[config.mk]
export PLATFORM = sky130hd
export DESIGN_NAME = roi_cfg_ctrl
export DESIGN_NICKNAME = d
export VERILOG_FILES = /design/src/rtl/roi_pkg.sv /design/src/rtl/ascii_dec3.sv /design/src/rtl/roi_cfg_ctrl.sv
export SDC_FILE = /design/constraint.sdc
export NUM_CORES = 1
export LEC_CHECK = 0
export CAP_MARGIN = 10
export CORE_MARGIN = 2
export CORE_UTILIZATION = 50
export CTS_CLUSTER_DIAMETER = 150
export DETAILED_ROUTE_END_ITERATION = 16
export PLACE_DENSITY = 0.73
export SETUP_SLACK_MARGIN = 0.5
export SLEW_MARGIN = 20
export SYNTH_ARGS = -nofsm -noshare
export SYNTH_HDL_FRONTEND = slang
export SYNTH_SLANG_ARGS = --single-unit
[constraint.sdc]
create_clock -name sys_clk -period 4.5 [get_ports sys_clk]
set_clock_uncertainty 0.15 [all_clocks]
set_input_delay 0.9 -clock sys_clk [delete_from_list [all_inputs] [get_ports sys_clk]]
set_output_delay 0.9 -clock sys_clk [all_outputs]
set_load 0.01 [all_outputs]
[src/rtl/roi_pkg.sv]
// roi_pkg: shared FSM encoding, ASCII constants, error codes and field indexing for the ROI command parser.
package roi_pkg;

    typedef enum logic [1:0] {IDLE, RECV, TERM, CHECK} state_t;

    typedef enum logic [1:0] {
        ERR_NONE    = 2'd0,
        ERR_DIGIT   = 2'd1,
        ERR_RANGE   = 2'd2,
        ERR_TIMEOUT = 2'd3
    } err_t;

    localparam logic [7:0] ASC_DOLLAR = 8'h24;
    localparam logic [7:0] ASC_0      = 8'h30;
    localparam logic [7:0] ASC_9      = 8'h39;
    localparam logic [7:0] ASC_CR     = 8'h0D;

    function automatic logic is_digit(input logic [7:0] b);
        return b >= ASC_0 && b <= ASC_9;
    endfunction

    // digit counter 0..11 maps to field x,y,w,h three digits at a time
    function automatic logic [1:0] field_of(input logic [3:0] c);
        return (c < 4'd3) ? 2'd0 : (c < 4'd6) ? 2'd1 : (c < 4'd9) ? 2'd2 : 2'd3;
    endfunction

endpackage

[src/rtl/ascii_dec3.sv]
// ascii_dec3: accumulates three ASCII decimal digits (MSD first) into a binary value.
module ascii_dec3
    import roi_pkg::*;
(
    input  logic       clk,
    input  logic       rst_n,
    input  logic       clr,
    input  logic       en,
    input  logic [7:0] data,
    output logic       digit_ok,
    output logic       done,
    output logic [9:0] value
);

    logic [9:0]  acc;
    logic [1:0]  pos;
    logic [13:0] nxt;
    logic        unused_hi;

    assign digit_ok  = is_digit(data);
    assign nxt       = 14'(acc) * 14'd10 + 14'(data - ASC_0);
    assign value     = nxt[9:0];
    assign unused_hi = ^nxt[13:10];
    assign done      = en && digit_ok && pos == 2'd2;

    always_ff @(posedge clk or negedge rst_n) begin
        if (!rst_n) begin
            acc <= '0;
            pos <= '0;
        end else if (clr || done) begin
            acc <= '0;
            pos <= '0;
        end else if (en && digit_ok) begin
            acc <= nxt[9:0];
            pos <= pos + 2'd1;
        end
    end

endmodule

[src/rtl/roi_cfg_ctrl.sv]
// roi_cfg_ctrl: parses "$xxxyyywwwhhh<CR>" UART frames, validates the region and
// commits it to x/y/w/h on the next video frame boundary.
module roi_cfg_ctrl
    import roi_pkg::*;
#(
    parameter int TIMEOUT_CYC = 208320,
    parameter int H_MAX       = 640,
    parameter int V_MAX       = 480
) (
    input  logic       sys_clk,
    input  logic       sys_rst_n,
    input  logic [7:0] pi_data,
    input  logic       pi_flag,
    input  logic       frame_start,
    output logic [9:0] x,
    output logic [9:0] y,
    output logic [9:0] w,
    output logic [9:0] h,
    output logic       cfg_update,
    output logic       pending,
    output logic       busy,
    output logic       err_pulse,
    output logic [1:0] err_code
);

    localparam int TW = $clog2(TIMEOUT_CYC + 1);
    localparam logic [3:0][9:0] RST_ROI = {10'(V_MAX), 10'(H_MAX), 10'd0, 10'd0};

    state_t          state, nstate;
    err_t            err_val;
    logic [3:0]      cnt;
    logic [TW-1:0]   tcnt;
    logic [3:0][9:0] sh, pnd, cur;
    logic [9:0]      dec_val;
    logic            dec_ok, dec_done, dec_en;
    logic            is_dollar, in_frame, timeout, restart, chk_ok, chk_valid, err_set;

    assign dec_en    = state == RECV && pi_flag;
    assign is_dollar = pi_flag && pi_data == ASC_DOLLAR;
    assign in_frame  = state == RECV || state == TERM;
    assign timeout   = in_frame && !pi_flag && tcnt == TW'(TIMEOUT_CYC - 1);
    assign chk_ok    = |sh[2] && |sh[3] &&
                       {1'b0, sh[0]} + {1'b0, sh[2]} <= 11'(H_MAX) &&
                       {1'b0, sh[1]} + {1'b0, sh[3]} <= 11'(V_MAX);
    assign chk_valid = state == CHECK && chk_ok;
    assign busy      = state != IDLE;
    assign {h, w, y, x} = cur;

    ascii_dec3 u_dec (
        .clk      (sys_clk),
        .rst_n    (sys_rst_n),
        .clr      (restart),
        .en       (dec_en),
        .data     (pi_data),
        .digit_ok (dec_ok),
        .done     (dec_done),
        .value    (dec_val)
    );

    always_ff @(posedge sys_clk or negedge sys_rst_n) begin
        if (!sys_rst_n) state <= IDLE;
        else            state <= nstate;
    end

    always_comb begin
        nstate  = state;
        restart = 1'b0;
        err_set = 1'b0;
        err_val = ERR_NONE;
        if (timeout) begin
            nstate  = IDLE;
            err_set = 1'b1;
            err_val = ERR_TIMEOUT;
        end else begin
            case (state)
                IDLE: begin
                    restart = is_dollar;
                    nstate  = is_dollar ? RECV : IDLE;
                end
                RECV: begin
                    if (is_dollar) restart = 1'b1;
                    else if (pi_flag && dec_ok) nstate = (cnt == 4'd11) ? TERM : RECV;
                    else if (pi_flag) begin
                        nstate  = IDLE;
                        err_set = 1'b1;
                        err_val = ERR_DIGIT;
                    end
                end
                TERM: begin
                    if (is_dollar) begin
                        restart = 1'b1;
                        nstate  = RECV;
                    end else if (pi_flag && pi_data == ASC_CR) nstate = CHECK;
                    else if (pi_flag) begin
                        nstate  = IDLE;
                        err_set = 1'b1;
                        err_val = ERR_DIGIT;
                    end
                end
                CHECK: begin
                    nstate  = IDLE;
                    err_set = !chk_ok;
                    err_val = ERR_RANGE;
                end
                default: nstate = IDLE;
            endcase
        end
    end

    // a commit uses the old pending value even when CHECK overwrites it on the same edge
    always_ff @(posedge sys_clk or negedge sys_rst_n) begin
        if (!sys_rst_n) begin
            cnt        <= '0;
            tcnt       <= '0;
            sh         <= '0;
            pnd        <= RST_ROI;
            cur        <= RST_ROI;
            pending    <= 1'b0;
            cfg_update <= 1'b0;
            err_pulse  <= 1'b0;
            err_code   <= ERR_NONE;
        end else begin
            cnt        <= restart ? 4'd0 : (dec_en && dec_ok) ? ((cnt == 4'd11) ? 4'd0 : cnt + 4'd1) : cnt;
            tcnt       <= (in_frame && !pi_flag) ? tcnt + 1'b1 : '0;
            if (dec_done) sh[field_of(cnt)] <= dec_val;
            if (chk_valid) pnd <= sh;
            if (frame_start && pending) cur <= pnd;
            cfg_update <= frame_start && pending;
            pending    <= chk_valid || (pending && !frame_start);
            err_pulse  <= err_set;
            if (err_set) err_code <= err_val;
        end
    end

endmodule
# Word-level counts from Yosys, hierarchy flattened

Index checks and enable logic that the tools add are counted.

Bits in registers: 161
Output and inout port bits: 46

Add/sub/neg operators: 7
Multiply operators: 1
$lt $le $gt $ge: 9
Equality and inequality tests: 9
Muxes and demuxes: 40
Reductions and logical operators: 29

Operators by type and width:

| kind                    | count |
|---|---|
| $bwmux W40              | 1 |
| $mux W10                | 3 |
| $mux W2                 | 14 |
| $add A10 B10 Y11        | 2 |
| $demux W10 S2           | 1 |
| $reduce_or A10 Y1       | 2 |
| $add A18 B1 Y18 const B | 1 |
| $eq A18 B18 Y1 const B  | 1 |
| $mux W18                | 1 |
| $logic_and A1 B1 Y1     | 16 |
| $mux W1                 | 13 |
| $mux W4                 | 3 |
| $le A11 B10 Y1 const B  | 1 |
| $le A11 B9 Y1 const B   | 1 |
| $add A10 B10 Y10        | 1 |
| $mul A10 B3 Y9 const B  | 1 |
| $sub A8 B6 Y9 const B   | 1 |
| $eq A8 B4 Y1 const B    | 1 |
| $eq A8 B6 Y1 const B    | 1 |
| $ge A8 B6 Y1 const B    | 1 |
| $le A8 B6 Y1 const B    | 1 |
| $pmux W2 S4             | 1 |
| $eq A2 B2 Y1 const B    | 3 |
| $pmux W2 S3             | 1 |
| 17 further kinds        | 23 |

# Depth between registers and ports, before layout

Gate-level depths: netlist of run 1.

Depth after elaboration: 9
Mapped depth: 14
Depth with buffers taken out: 14

# By module

From an unflattened synthesis of run 1, not the netlist that was laid out.

Cell total of the unflattened synthesis: 684
Area total of the unflattened synthesis: 8394.3 um2

By module, submodules not included:

| module       | instances | cells each | area an instance (um2) |
|---|---|---|---|
| roi_cfg_ctrl | 1         | 555        | 7216.9 |
| ascii_dec3   | 1         | 129        | 1177.4 |

# Worst setup path before layout of run 1

Ideal clock, no wire load.

Path type: reg-to-reg
Start point: register sh[0] (netlist bit)
End point: register pnd[30] (netlist bit)
Library setup time: 125 ps
Data arrival time: 3231 ps
Data required time: 4225 ps
Setup slack: 995 ps
Stages on the path, launching flop included: 11
Path through: dfrtp_1 ha_1 fa_1 xor2_1 a2111oi_4 o221ai_1 or4_1 o311a_4 a211oi_4 buf_6 mux2_2

Word-level cells in the longest chain between the ends: 5

Ends and longest elaborated chain:

| item                              | RTL line            | source |
|---|---|---|
| from (decl)                       | roi_cfg_ctrl.sv:33  | `logic [3:0][9:0] sh, pnd, cur;` |
| from (signal, indexed assignment) | roi_cfg_ctrl.sv:125 | `if (dec_done) sh[field_of(cnt)] <= dec_val;` |
| $add A10 B10 Y11                  | roi_cfg_ctrl.sv:43  | `{1'b0, sh[0]} + {1'b0, sh[2]} <= 11'(H_MAX) &&` |
| $le A11 B10 Y1                    | roi_cfg_ctrl.sv:43  |  |
| $logic_and A1 B1 Y1               | roi_cfg_ctrl.sv:42  | `assign chk_ok = \|sh[2] && \|sh[3] &&` |
| $logic_and A1 B1 Y1               | roi_cfg_ctrl.sv:43  |  |
| $logic_and A1 B1 Y1               | roi_cfg_ctrl.sv:45  | `assign chk_valid = state == CHECK && chk_ok;` |
| to (signal assigned)              | roi_cfg_ctrl.sv:126 | `if (chk_valid) pnd <= sh;` |
| to (decl)                         | roi_cfg_ctrl.sv:33  |  |

Every way passes these cells.
A chain may end at the register's enable or synchronous reset.

# Worst setup path after layout of run 1

Start point: register sh[20] (netlist bit)
End point: register pnd[0] (netlist bit)

Word-level cells in the longest chain between the ends: 5

Ends and longest elaborated chain:

| item                                                         | RTL line |
|---|---|
| $add A10 B10 Y11 / $reduce_or A10 Y1 (equally long branches) | roi_cfg_ctrl.sv:43, roi_cfg_ctrl.sv:42 |
| $le A11 B10 Y1 / $logic_and A1 B1 Y1 (equally long branches) | roi_cfg_ctrl.sv:43, roi_cfg_ctrl.sv:42 |
| $logic_and A1 B1 Y1 *                                        | roi_cfg_ctrl.sv:42 |
| $logic_and A1 B1 Y1 *                                        | roi_cfg_ctrl.sv:43 |
| $logic_and A1 B1 Y1 *                                        | roi_cfg_ctrl.sv:45 |

Mark *: on every way between the ends. The rest lies on a longest branch, timed or not.

==> impl_results.md, run 1 <==
* Synth Instances at 712
* Max_cap viols at 0
* Ys flop type: dfrtp_1
* Crit-path max FO at 36
* Yosys warns at 0
* Number of remaining DRC errors at 0
* Initial Util at 0.5153
* Commonest non-fill, non-tap cell in the layout: dfrtp_1
* Crit share post-route at 0.8347
* Antenna violations before repair at 0
* CTS tree: done
* Initial DRC count at 328
* Pin count of the biggest net entering global routing at 113
* Syn_nets at 779
* Die height at 132.4 microns
* Setup CP Type: reg2reg
* Drt pass-1 iters at 7
* Status: complete, no violations
* Pwr dens at 332.2 nW/um^2
* M1 GR Usage at 0.2801
* Fill cell count at 1306
* CTS buffer count at 17
* VDD IR max at 281.4 uV
* Max Buffers Root-to-Sink at 2
* I/O Buffers at 57
* RSZ-0062 raised after global routing: false
* Register clock-pin slew on the reported worst setup and hold paths at 0.06 ns
* Final Util at 0.6038
* WP data arrival at 3.92 ns
* Synth cell types at 62
* Slew @ Worst Pin at 0.8751 ns
* Area post-placement at 9062 sq um
* Most frequent cells in the layout: dfrtp_1, mux2_2, clkdlybuf4s50_1, nor2_1, ha_1
* Total Nets Final at 843
* Synth Register Bits at 160
* Synth area leaders: dfrtp_1, mux2_2, ha_1
* Layout cell share with drive strength beyond 1 at 0.2256
* Die X at 132.4 microns
* CORE AREA at 16000 sq um
* # setup viols final at 0
* Post-synth EDFFs at 0
* Asr flop ratio synth at 1.000
* WP data required at 4.66 ns
* Mean Syn Cell Area at 11.58 sq um
* GRT Total Usage at 0.2055
* Io pins at 58
* Hold_ws at 0.3331 ns
* Final wirelength at 17050 microns
* Class of the worst hold path: reg2reg
* Area share of the largest cell type after synthesis at 0.4492
* CP Launch Type: flip-flop
* Lkg Pwr at 0.004636 uW
* Hpwl dp at 12360 microns
* Drt wl/cell at 16.97 microns
* # rows at 46
* Final GP Congestion at 0.8955
* Clk_lat worst skew at 0.43 ns
* Worst setup EP type: flip-flop
* Met3 GRT Util at 0.04406
* Final Total Pwr at 3209 uW
* Met2 global-route usage at 0.3233
* Post-Syn Area at 8245 sq um
* Clock sinks at 160
* Clock period minus worst slack at 3.756 ns
* Worst relative slew slack at 0.4166
* Finished Cell Area at 9662 sq um
* Vias in the first global route at 5654
* Antenna Nets Post-Route at 0
* Die area at 17530 sq um
* Global route total overflow at 0
* Leading area contributor after synthesis: dfrtp_1
* Final hold violations at 0
* First-pass GRT wire length at 28570 microns
* Total number of vias at 5667
* Root buffer cell: clkbuf_16
* Part of the Yosys area used for sequential elements at 0.4874
* ANT cells at 0
* Total negative setup slack at 0 ns
* Gr busiest metal: met2
* Fmax at 266.2 MHz
* H-tree levels at 4
* Synth-to-Final Area Change at 17.18%
* Final Slew Violations at 0
* Via/cell ratio at 5.639
* CTS Hold Bufs at 0
==> layout make-up <==
class,instances,area (sq um),share of cell area
timing repair buffer,69,676.9,0.07006
multi-input combinational,498,3994,0.4134
clock buffer,20,456.7,0.04727
inverter,30,112.6,0.01166
tap,216,270.3,0.02797
clock inverter,12,132.6,0.01373
sequential,160,4019,0.4160
==> per-layer routing <==
layer	wire (microns)	share of wire	vias to the layer above
li1	-	-	2678
met3	795	0.047	30
met2	8060	0.47	152
met5	0	0	-
met4	326	0.019	0
met1	7869	0.46	2807
==> cell usage after synthesis, types with 4 or more instances <==
cell,n
a21oi_1,32
mux2_2,102
nor4_1,8
inv_1,30
a21o_1,4
xnor2_1,18
nand2b_1,4
mux2_4,6
ha_1,51
o21ai_0,32
fa_1,4
dfrtp_1,148
nor2_1,52
o21a_1,5
nor3b_1,4
nand2_1,46
clkbuf_1,14
and3_1,5
buf_6,4
dfstp_2,12
mux2i_1,4
nor3_1,18
xor2_1,17
buf_1,6
a211oi_1,4
nand3_1,13
nor4b_1,6
or3_1,8
==> final timing paths <==
check	slack, ns	to	startpoint	cells past startpoint
setup reg to reg	0.74	pnd[0]$_DFFE_PN0P_	sh[20]$_DFFE_PN0P_	10
hold / removal	0.33	tcnt[0]$_DFF_PN0_	tcnt[0]$_DFF_PN0_	1
setup / recovery	0.74	pnd[0]$_DFFE_PN0P_	sh[20]$_DFFE_PN0P_	10
max in group asynchronous	2.80	pnd[38]$_DFFE_PN1P_	sys_rst_n	2
min in group asynchronous	0.43	w[3]$_DFFE_PN0P_	sys_rst_n	1
hold reg to reg	0.33	tcnt[0]$_DFF_PN0_	tcnt[0]$_DFF_PN0_	1
==> state kept, by name, summed over array words and instances, names as in the netlist <==
name	cells
u_dec.pos	2
err_pulse	1
y	10
cnt	4
u_dec.acc	9
tcnt	18
state	2
pending	1
pnd	40
w	10
err_code	2
cfg_update	1
h	10
x	10
sh	40
==> kinds of logic (layout without fill, tap and decap cells) <==
| logic type | Yosys count | in the layout | share of synthesized area |
|---|---|---|---|
| mux | 112 | 112 | 0.1551 |
| compound gates | 114 | 114 | 0.09515 |
| xor+xnor | 35 | 35 | 0.03718 |
| flops | 160 | 160 | 0.4874 |
| buf+inv | 54 | 131 | 0.02822 |
| simple gates | 182 | 182 | 0.1099 |
| fa+ha+maj | 55 | 55 | 0.08710 |
==> metrics by stage <==
stage,setup WS [ns],instances
3_3_place_gp,0.6869,972
2_1_floorplan,0.9946,712
6_report,0.7437,1005
4_1_cts,0.5769,1004
5_1_grt,0.6378,1005
3_5_place_dp,0.5598,972
==> what timing repair did <==
action	CTS	global route
gates resized for setup	0	0
endpoints found under the hold margin	0	0
endpoints found under the setup margin	0	30
buffers inserted	0	1
==> critical path: stages, from the launching register on <==
cell	delay, ns
dfrtp_1	0.42
ha_1	0.24
fa_1	0.41
xor2_1	0.18
a2111oi_4	0.31
o221ai_1	0.14
or4_1	0.46
o311a_4	0.36
a211oi_4	0.32
buf_12	0.27
mux2_2	0.36
==> power breakdown <==
part	total [uW]	leakage (uW)	switching [uW]	internal (uW)
Clock	1420	0.000283	573	847
Combinational	318	0.00218	209	109
Sequential	1470	0.00218	15.1	1460
Total	3210	0.00464	797	2410
No activity file was read; power rests on OpenSTA's default activity.
==> inputs of run 2 (changes only) <==
PLACE_DENSITY = 0.75   (was 0.73)
clock period = 3.2 ns   (was 4.5 ns; I/O delays follow)
==> impl_results.md, run 2 (synthesized netlist as in run 1, its figures left out) <==
* Initial Util at 0.5153 (unchanged)
* Sequential power share at 0.431 (was 0.458)
* Crit-path max FO at 9 (was 36)
* Gate power share at 0.156 (was 0.099)
* Antenna violations before repair at 0 (unchanged)
* VDD IR max at 408.9 uV (was 281.4 uV)
* WP data required at 3.36 ns (was 4.66 ns)
* Final Non-Filler Cells at 1094 (was 1005)
* Layout cell share with drive strength beyond 1 at 0.3565 (was 0.2256)
* Final worst setup slack at -0.4200 ns (was 0.7437 ns)
* Crit share post-route at 1.131 (was 0.8347)
* Total Nets Final at 932 (was 843)
* Setup CP Type: reg2reg (unchanged)
* Worst setup EP type: flip-flop (unchanged)
* Die area at 17530 sq um (unchanged)
* Pint at 3571 uW (was 2412 uW)
* Global route total overflow at 0 (unchanged)
* Drt wl/cell at 18.13 microns (was 16.97 microns)
* Commonest non-fill, non-tap cell in the layout: dfrtp_1 (unchanged)
* CTS Hold Bufs at 0 (unchanged)
* GRT Total Usage at 0.2296 (was 0.2055)
* Hpwl dp at 13560 microns (was 12360 microns)
* ANT cells at 0 (unchanged)
* Clk_lat worst skew at 0.43 ns (about the same)
* Antenna Nets Post-Route at 0 (unchanged)
* Largest regs: pnd x40, sh x40, tcnt x18 (unchanged)
* Initial DRC count at 276 (was 328)
* Final hold violations at 0 (unchanged)
* Pwr dens at 438.2 nW/um^2 (was 332.2 nW/um^2)
* Status: complete, but fails checks (was complete, no violations)
* Total negative setup slack at -16.39 ns (was 0 ns)
* Io pins at 58 (unchanged)
* Via/cell ratio at 5.505 (was 5.639)
* Clock sinks at 160 (unchanged)
* Total number of vias at 6022 (was 5667)
* CORE AREA at 16000 sq um (unchanged)
* Final Slew Violations at 0 (unchanged)
* Number of remaining DRC errors at 0 (unchanged)
* Worst relative slew slack at 0.5347 (was 0.4166)
* Clock share of power at 0.413 (was 0.442)
* Synth-to-Final Area Change at 32.99% (was 17.18%)
* Max Buffers Root-to-Sink at 2 (unchanged)
* Failing checks: negative setup slack
* Net Sw Power at 1234 uW (was 797.4 uW)
* CTS buffer count at 17 (unchanged)
* CP delay by family, top: compound AO/OA/AOI/OAI gates (unchanged)
* Critical path's largest stage delay at 0.46 ns (about the same)
* Slowest-stage cell, CP: or4_1 (unchanged)
* First-pass GRT wire length at 31910 microns (was 28570 microns)
* Vias in the first global route at 6349 (was 5654)
* Die X at 132.4 microns (unchanged)
* Max_cap viols at 0 (unchanged)
* Switching Fraction at 0.2568 (was 0.2485)
* Drt pass-1 iters at 4 (was 7)
* Lkg Pwr at 0.005273 uW (was 0.004636 uW)
* Final Util at 0.6853 (was 0.6038)
* Root buffer cell: clkbuf_16 (unchanged)
* WP data arrival at 3.78 ns (was 3.92 ns)
* Pin count of the biggest net entering global routing at 78 (was 113)
* Register clock-pin slew on the reported worst setup and hold paths at 0.06 ns (about the same)
* Class of the worst hold path: in2async (was reg2reg)
* Worst Setup SP: sh[0]$_DFFE_PN0P_ (was sh[20]$_DFFE_PN0P_)
* Fmax at 276.2 MHz (was 266.2 MHz)
* Dpl cells at 1042 (was 972)
* Critical Path, Cell by Cell: ha_2 > fa_2 > xor2_2 > a2111oi_4 > o221ai_1 > or4_1 > o311a_4 > a211oi_4 > buf_6 > buf_12 > mux2_2 (was ha_1 > fa_1 > xor2_1 > a2111oi_4 > o221ai_1 > or4_1 > o311a_4 > a211oi_4 > buf_12 > mux2_2)
* Clock period minus worst slack at 3.620 ns (was 3.756 ns)
* RR Startpoint: sh[0]$_DFFE_PN0P_ (was sh[20]$_DFFE_PN0P_)
* CP Launch Type: flip-flop (unchanged)
* RSZ-0062 raised after global routing: true (was false)
* # setup viols final at 44 (was 0)
* Die height at 132.4 microns (unchanged)
* Final GP Congestion at 0.8930 (was 0.8955)
* Hold_ws at 0.09882 ns (was 0.3331 ns)
* Slew @ Worst Pin at 0.6929 ns (was 0.8751 ns)
* Fill cell count at 1156 (was 1306)
* Most frequent cells in the layout: dfrtp_1, buf_4, mux2_2, mux2_4, clkdlybuf4s50_1 (was dfrtp_1, mux2_2, clkdlybuf4s50_1, nor2_1, ha_1)
* H-tree levels at 4 (unchanged)
* Crit path buffers/inverters at 2 (was 1)
* CTS tree: done (unchanged)
* Final wirelength at 19840 microns (was 17050 microns)
* I/O Buffers at 57 (unchanged)
* # rows at 46 (unchanged)
run 2: changes by cell type in the layout (fill, tap and decap cells not counted), sizes merged:
cell,change
dlymetal6s2s,+3
clkbuf,+3
clkdlybuf4s50,-5
dlygate4sd2,+2
buf,+87
clkinvlp,-2
clkinv,+1
run 2: final cells by class:
cell class	count	area (sq um)	share of cell area
tap	216	270.3	0.02465
clock buffer	21	450.4	0.04108
sequential	160	4020	0.3666
inverter	30	112.6	0.01027
timing repair buffer	158	1509	0.1376
multi-input combinational	498	4471	0.4077
clock inverter	11	132.6	0.01209
run 2: final timing paths:
check | depth (start not counted) | end | slack [ns]
min | 1 | cfg_update$_DFF_PN0_ | 0.1
max in group asynchronous | 2 | w[9]$_DFFE_PN1P_ | 1.98
max | 11 | pnd[0]$_DFFE_PN0P_ | -0.42
max reg2reg | 11 | pnd[0]$_DFFE_PN0P_ | -0.42
min reg2reg | 1 | x[2]$_DFFE_PN0P_ | 0.36
min in group sys_clk | 1 | x[2]$_DFFE_PN0P_ | 0.36
run 2: metrics by stage:
step / setup slack (ns) / area (sq um) / power, uW
6_report: -0.4200 / 10970 / 4805
3_5_place_dp: -0.3781 / 9719 / 2718
5_1_grt: -0.5079 / 10970 / 5006
4_1_cts: -0.3690 / 10670 / 4772
2_1_floorplan: -0.1958 / 8387 / 2410
3_3_place_gp: -0.3003 / 9719 / 2692
run 2: metal layers:
metal | global-route usage | up-vias | part of all wire
li1 | - | 2855 | -
met5 | 0 | - | 0
met1 | 0.2841 | 3001 | 0.42
met4 | 0.07467 | 0 | 0.020
met3 | 0.04138 | 27 | 0.037
met2 | 0.4076 | 139 | 0.52
run 2: power by group through the flow:
stage | logic, uW | clock network (uW) | registers (uW)
after floorplan | 309 | 0 | 2100
after global placement | 587 | 0 | 2100
after detailed placement | 612 | 0 | 2110
after CTS | 675 | 2030 | 2070
after global routing | 812 | 2120 | 2070
final | 748 | 1980 | 2070
run 2: repair_timing:
item,CTS,global route
cloned,1,4
setup buffers,11,4
gates resized for setup,66,43
pin swaps,17,11
setup endpoints to repair,74,75
run 2: worst reg2reg max path: stages, from the launching register on:
cell and delay (ns):
dfrtp_1 0.39, ha_2 0.20, fa_2 0.38, xor2_2 0.18
a2111oi_4 0.31, o221ai_1 0.15, or4_1 0.46, o311a_4 0.35
a211oi_4 0.27, buf_6 0.17, buf_12 0.16, mux2_2 0.35
==> inputs of run 3 (changes only) <==
CTS_CLUSTER_DIAMETER = not set   (was 150)
GPL_TIMING_DRIVEN = 0   (was not set)
==> impl_results.md, run 3 (synthesized netlist as in run 1, its figures left out) <==
* ANT cells at 0 (unchanged)
* Root buffer cell: clkbuf_16 (unchanged)
* Drt wl/cell at 18.94 microns (was 18.13 microns)
* Status: complete, but fails checks (unchanged)
* Synth-to-Final Area Change at 29.89% (was 32.99%)
* GRT Total Usage at 0.2290 (was 0.2296)
* Class of the worst hold path: in2async (unchanged)
* First-pass GRT wire length at 31830 microns (was 31910 microns)
* Clock sinks at 160 (unchanged)
* Max Buffers Root-to-Sink at 2 (unchanged)
* Die X at 132.4 microns (unchanged)
* CORE AREA at 16000 sq um (unchanged)
* Largest regs: pnd x40, sh x40, tcnt x18 (unchanged)
* Antenna violations before repair at 0 (unchanged)
* Hold_ws at 0.0001186 ns (was 0.09882 ns)
* Pwr dens at 459.9 nW/um^2 (was 438.2 nW/um^2)
* Die area at 17530 sq um (unchanged)
* Pin count of the biggest net entering global routing at 89 (was 78)
* WP data arrival at 3.76 ns (was 3.78 ns)
* Worst setup EP type: flip-flop (unchanged)
* CTS tree: done (unchanged)
* Via/cell ratio at 5.755 (was 5.505)
* Vias in the first global route at 6327 (was 6349)
* Fill cell count at 1151 (was 1156)
* VDD IR max at 364.8 uV (was 408.9 uV)
* Slew @ Worst Pin at 0.7271 ns (was 0.6929 ns)
* Total number of vias at 6048 (was 6022)
* Failing checks: negative setup slack (unchanged)
* RSZ-0062 raised after global routing: true (unchanged)
* Register clock-pin slew on the reported worst setup and hold paths at 0.07 ns (was 0.06 ns)
* Total negative setup slack at -13.74 ns (was -16.39 ns)
* Max_cap viols at 0 (unchanged)
* Die height at 132.4 microns (unchanged)
* I/O Buffers at 56 (was 57)
* # setup viols final at 44 (unchanged)
* Final wirelength at 19910 microns (was 19840 microns)
* CP Launch Type: flip-flop (unchanged)
* # rows at 46 (unchanged)
* Most frequent cells in the layout: dfrtp_1, mux2_2, nor2_1, mux2_4, clkdlybuf4s50_1 (was dfrtp_1, buf_4, mux2_2, mux2_4, clkdlybuf4s50_1)
* Crit share post-route at 1.110 (was 1.131)
* Initial Util at 0.5153 (unchanged)
* Crit-path max FO at 2 (was 9)
* Clock period minus worst slack at 3.551 ns (was 3.620 ns)
* Total Nets Final at 889 (was 932)
* Initial DRC count at 371 (was 276)
* Final worst setup slack at -0.3515 ns (was -0.4200 ns)
* Drt pass-1 iters at 5 (was 4)
* Final Non-Filler Cells at 1051 (was 1094)
* Fmax at 281.6 MHz (was 276.2 MHz)
* Multi-input logic area at 4618 sq um (was 4471 sq um)
* Lkg Pwr at 0.004968 uW (was 0.005273 uW)
* Hpwl dp at 13310 microns (was 13560 microns)
* Io pins at 58 (unchanged)
* Global route total overflow at 0 (unchanged)
* Dpl cells at 985 (was 1042)
* Clk_lat worst skew at 0.43 ns (about the same)
* FF+latch area at 4023 sq um (was 4020 sq um)
* Number of remaining DRC errors at 0 (unchanged)
* Final hold violations at 0 (unchanged)
* Final GP Congestion at 0.9261 (was 0.8930)
* WP data required at 3.40 ns (was 3.36 ns)
* Final Slew Violations at 0 (unchanged)
* Commonest non-fill, non-tap cell in the layout: dfrtp_1 (unchanged)
* CTS buffer count at 17 (unchanged)
* Worst relative slew slack at 0.5136 (was 0.5347)
* Setup CP Type: reg2reg (unchanged)
* H-tree levels at 4 (unchanged)
* Antenna Nets Post-Route at 0 (unchanged)
* Layout cell share with drive strength beyond 1 at 0.3341 (was 0.3565)
* R2R depth at 13 (was 11)
==> run 3: cell types whose count changed in the layout (fill, tap and decap cells not counted), sizes merged <==
cell,previous run,this run
bufinv,2,3
clkinv,6,4
clkbuf,24,34
dlymetal6s2s,3,2
inv,32,34
clkinvlp,1,2
buf,99,49
clkdlybuf4s50,51,47
==> run 3: layout make-up <==
class                           count  area share
Clock inverter                     13     0.01659
Multi-Input combinational cell    498      0.4312
Sequential cell                   160      0.3756
Tap cell                          216     0.02523
Clock buffer                       19     0.04136
Buffer                             24     0.01764
Timing Repair Buffer               91     0.08189
Inverter                           30     0.01051
==> run 3: routing by layer <==
metal	wire length, microns	part of all wire	vias to the layer above	GRT usage
met1	8386	0.42	3062	0.2782
met2	10090	0.51	181	0.3935
met5	0	0	-	0
li1	-	-	2760	-
met4	550	0.028	0	0.09797
met3	881	0.044	45	0.05096
==> run 3: repair_timing <==
| item | in CTS | in global routing |
|---|---|---|
| hold buffers | 0 | 0 |
| setup endpoints to repair | 95 | 77 |
| setup buffers | 28 | 6 |
| pin swaps | 24 | 26 |
| resized for setup | 91 | 55 |
==> run 3: report_power, final <==
part / internal (uW) / total (uW) / switching (uW)
clock: 1270 / 2130 / 869
combinational: 301 / 718 / 417
sequential: 2050 / 2070 / 26.0
total: 3610 / 4930 / 1310
==> run 3: path summary, 6_finish.rpt <==
path | startpoint | end | slack, ns
max | sh[20]$_DFFE_PN0P_ | err_code[0]$_DFFE_PN0P_ | -0.35
min | sys_rst_n | cfg_update$_DFF_PN0_ | 0.0001
max reg2reg | sh[20]$_DFFE_PN0P_ | err_code[0]$_DFFE_PN0P_ | -0.35
min reg2reg | w[3]$_DFFE_PN0P_ | w[3]$_DFFE_PN0P_ | 0.35
max in group asynchronous | sys_rst_n | pnd[36]$_DFFE_PN1P_ | 2.07
min in group sys_clk | w[3]$_DFFE_PN0P_ | w[3]$_DFFE_PN0P_ | 0.35
==> run 3: stage by stage <==
stage            util  total power (uW)  cell area, sq um  setup slack, ns
6_report       0.6694              4926             10710          -0.3515
5_1_grt        0.6694              5091             10710          -0.4185
4_1_cts        0.6550              4840             10480          -0.3418
3_5_place_dp   0.5781              2606              9250          -0.6077
3_3_place_gp   0.5761              2581              9218           -4.711
2_1_floorplan       -              2410              8387          -0.1958
==> run 3: worst max-delay path, stage by stage, from the launching register on <==
cell	delay, ns
dfrtp_2	0.43
ha_4	0.17
fa_2	0.43
xor2_2	0.18
a2111oi_4	0.22
o221ai_2	0.15
or4_4	0.45
o311a_4	0.35
buf_4	0.14
buf_6	0.10
buf_6	0.10
buf_4	0.13
a2111oi_4	0.32
nand3b_1	0.16
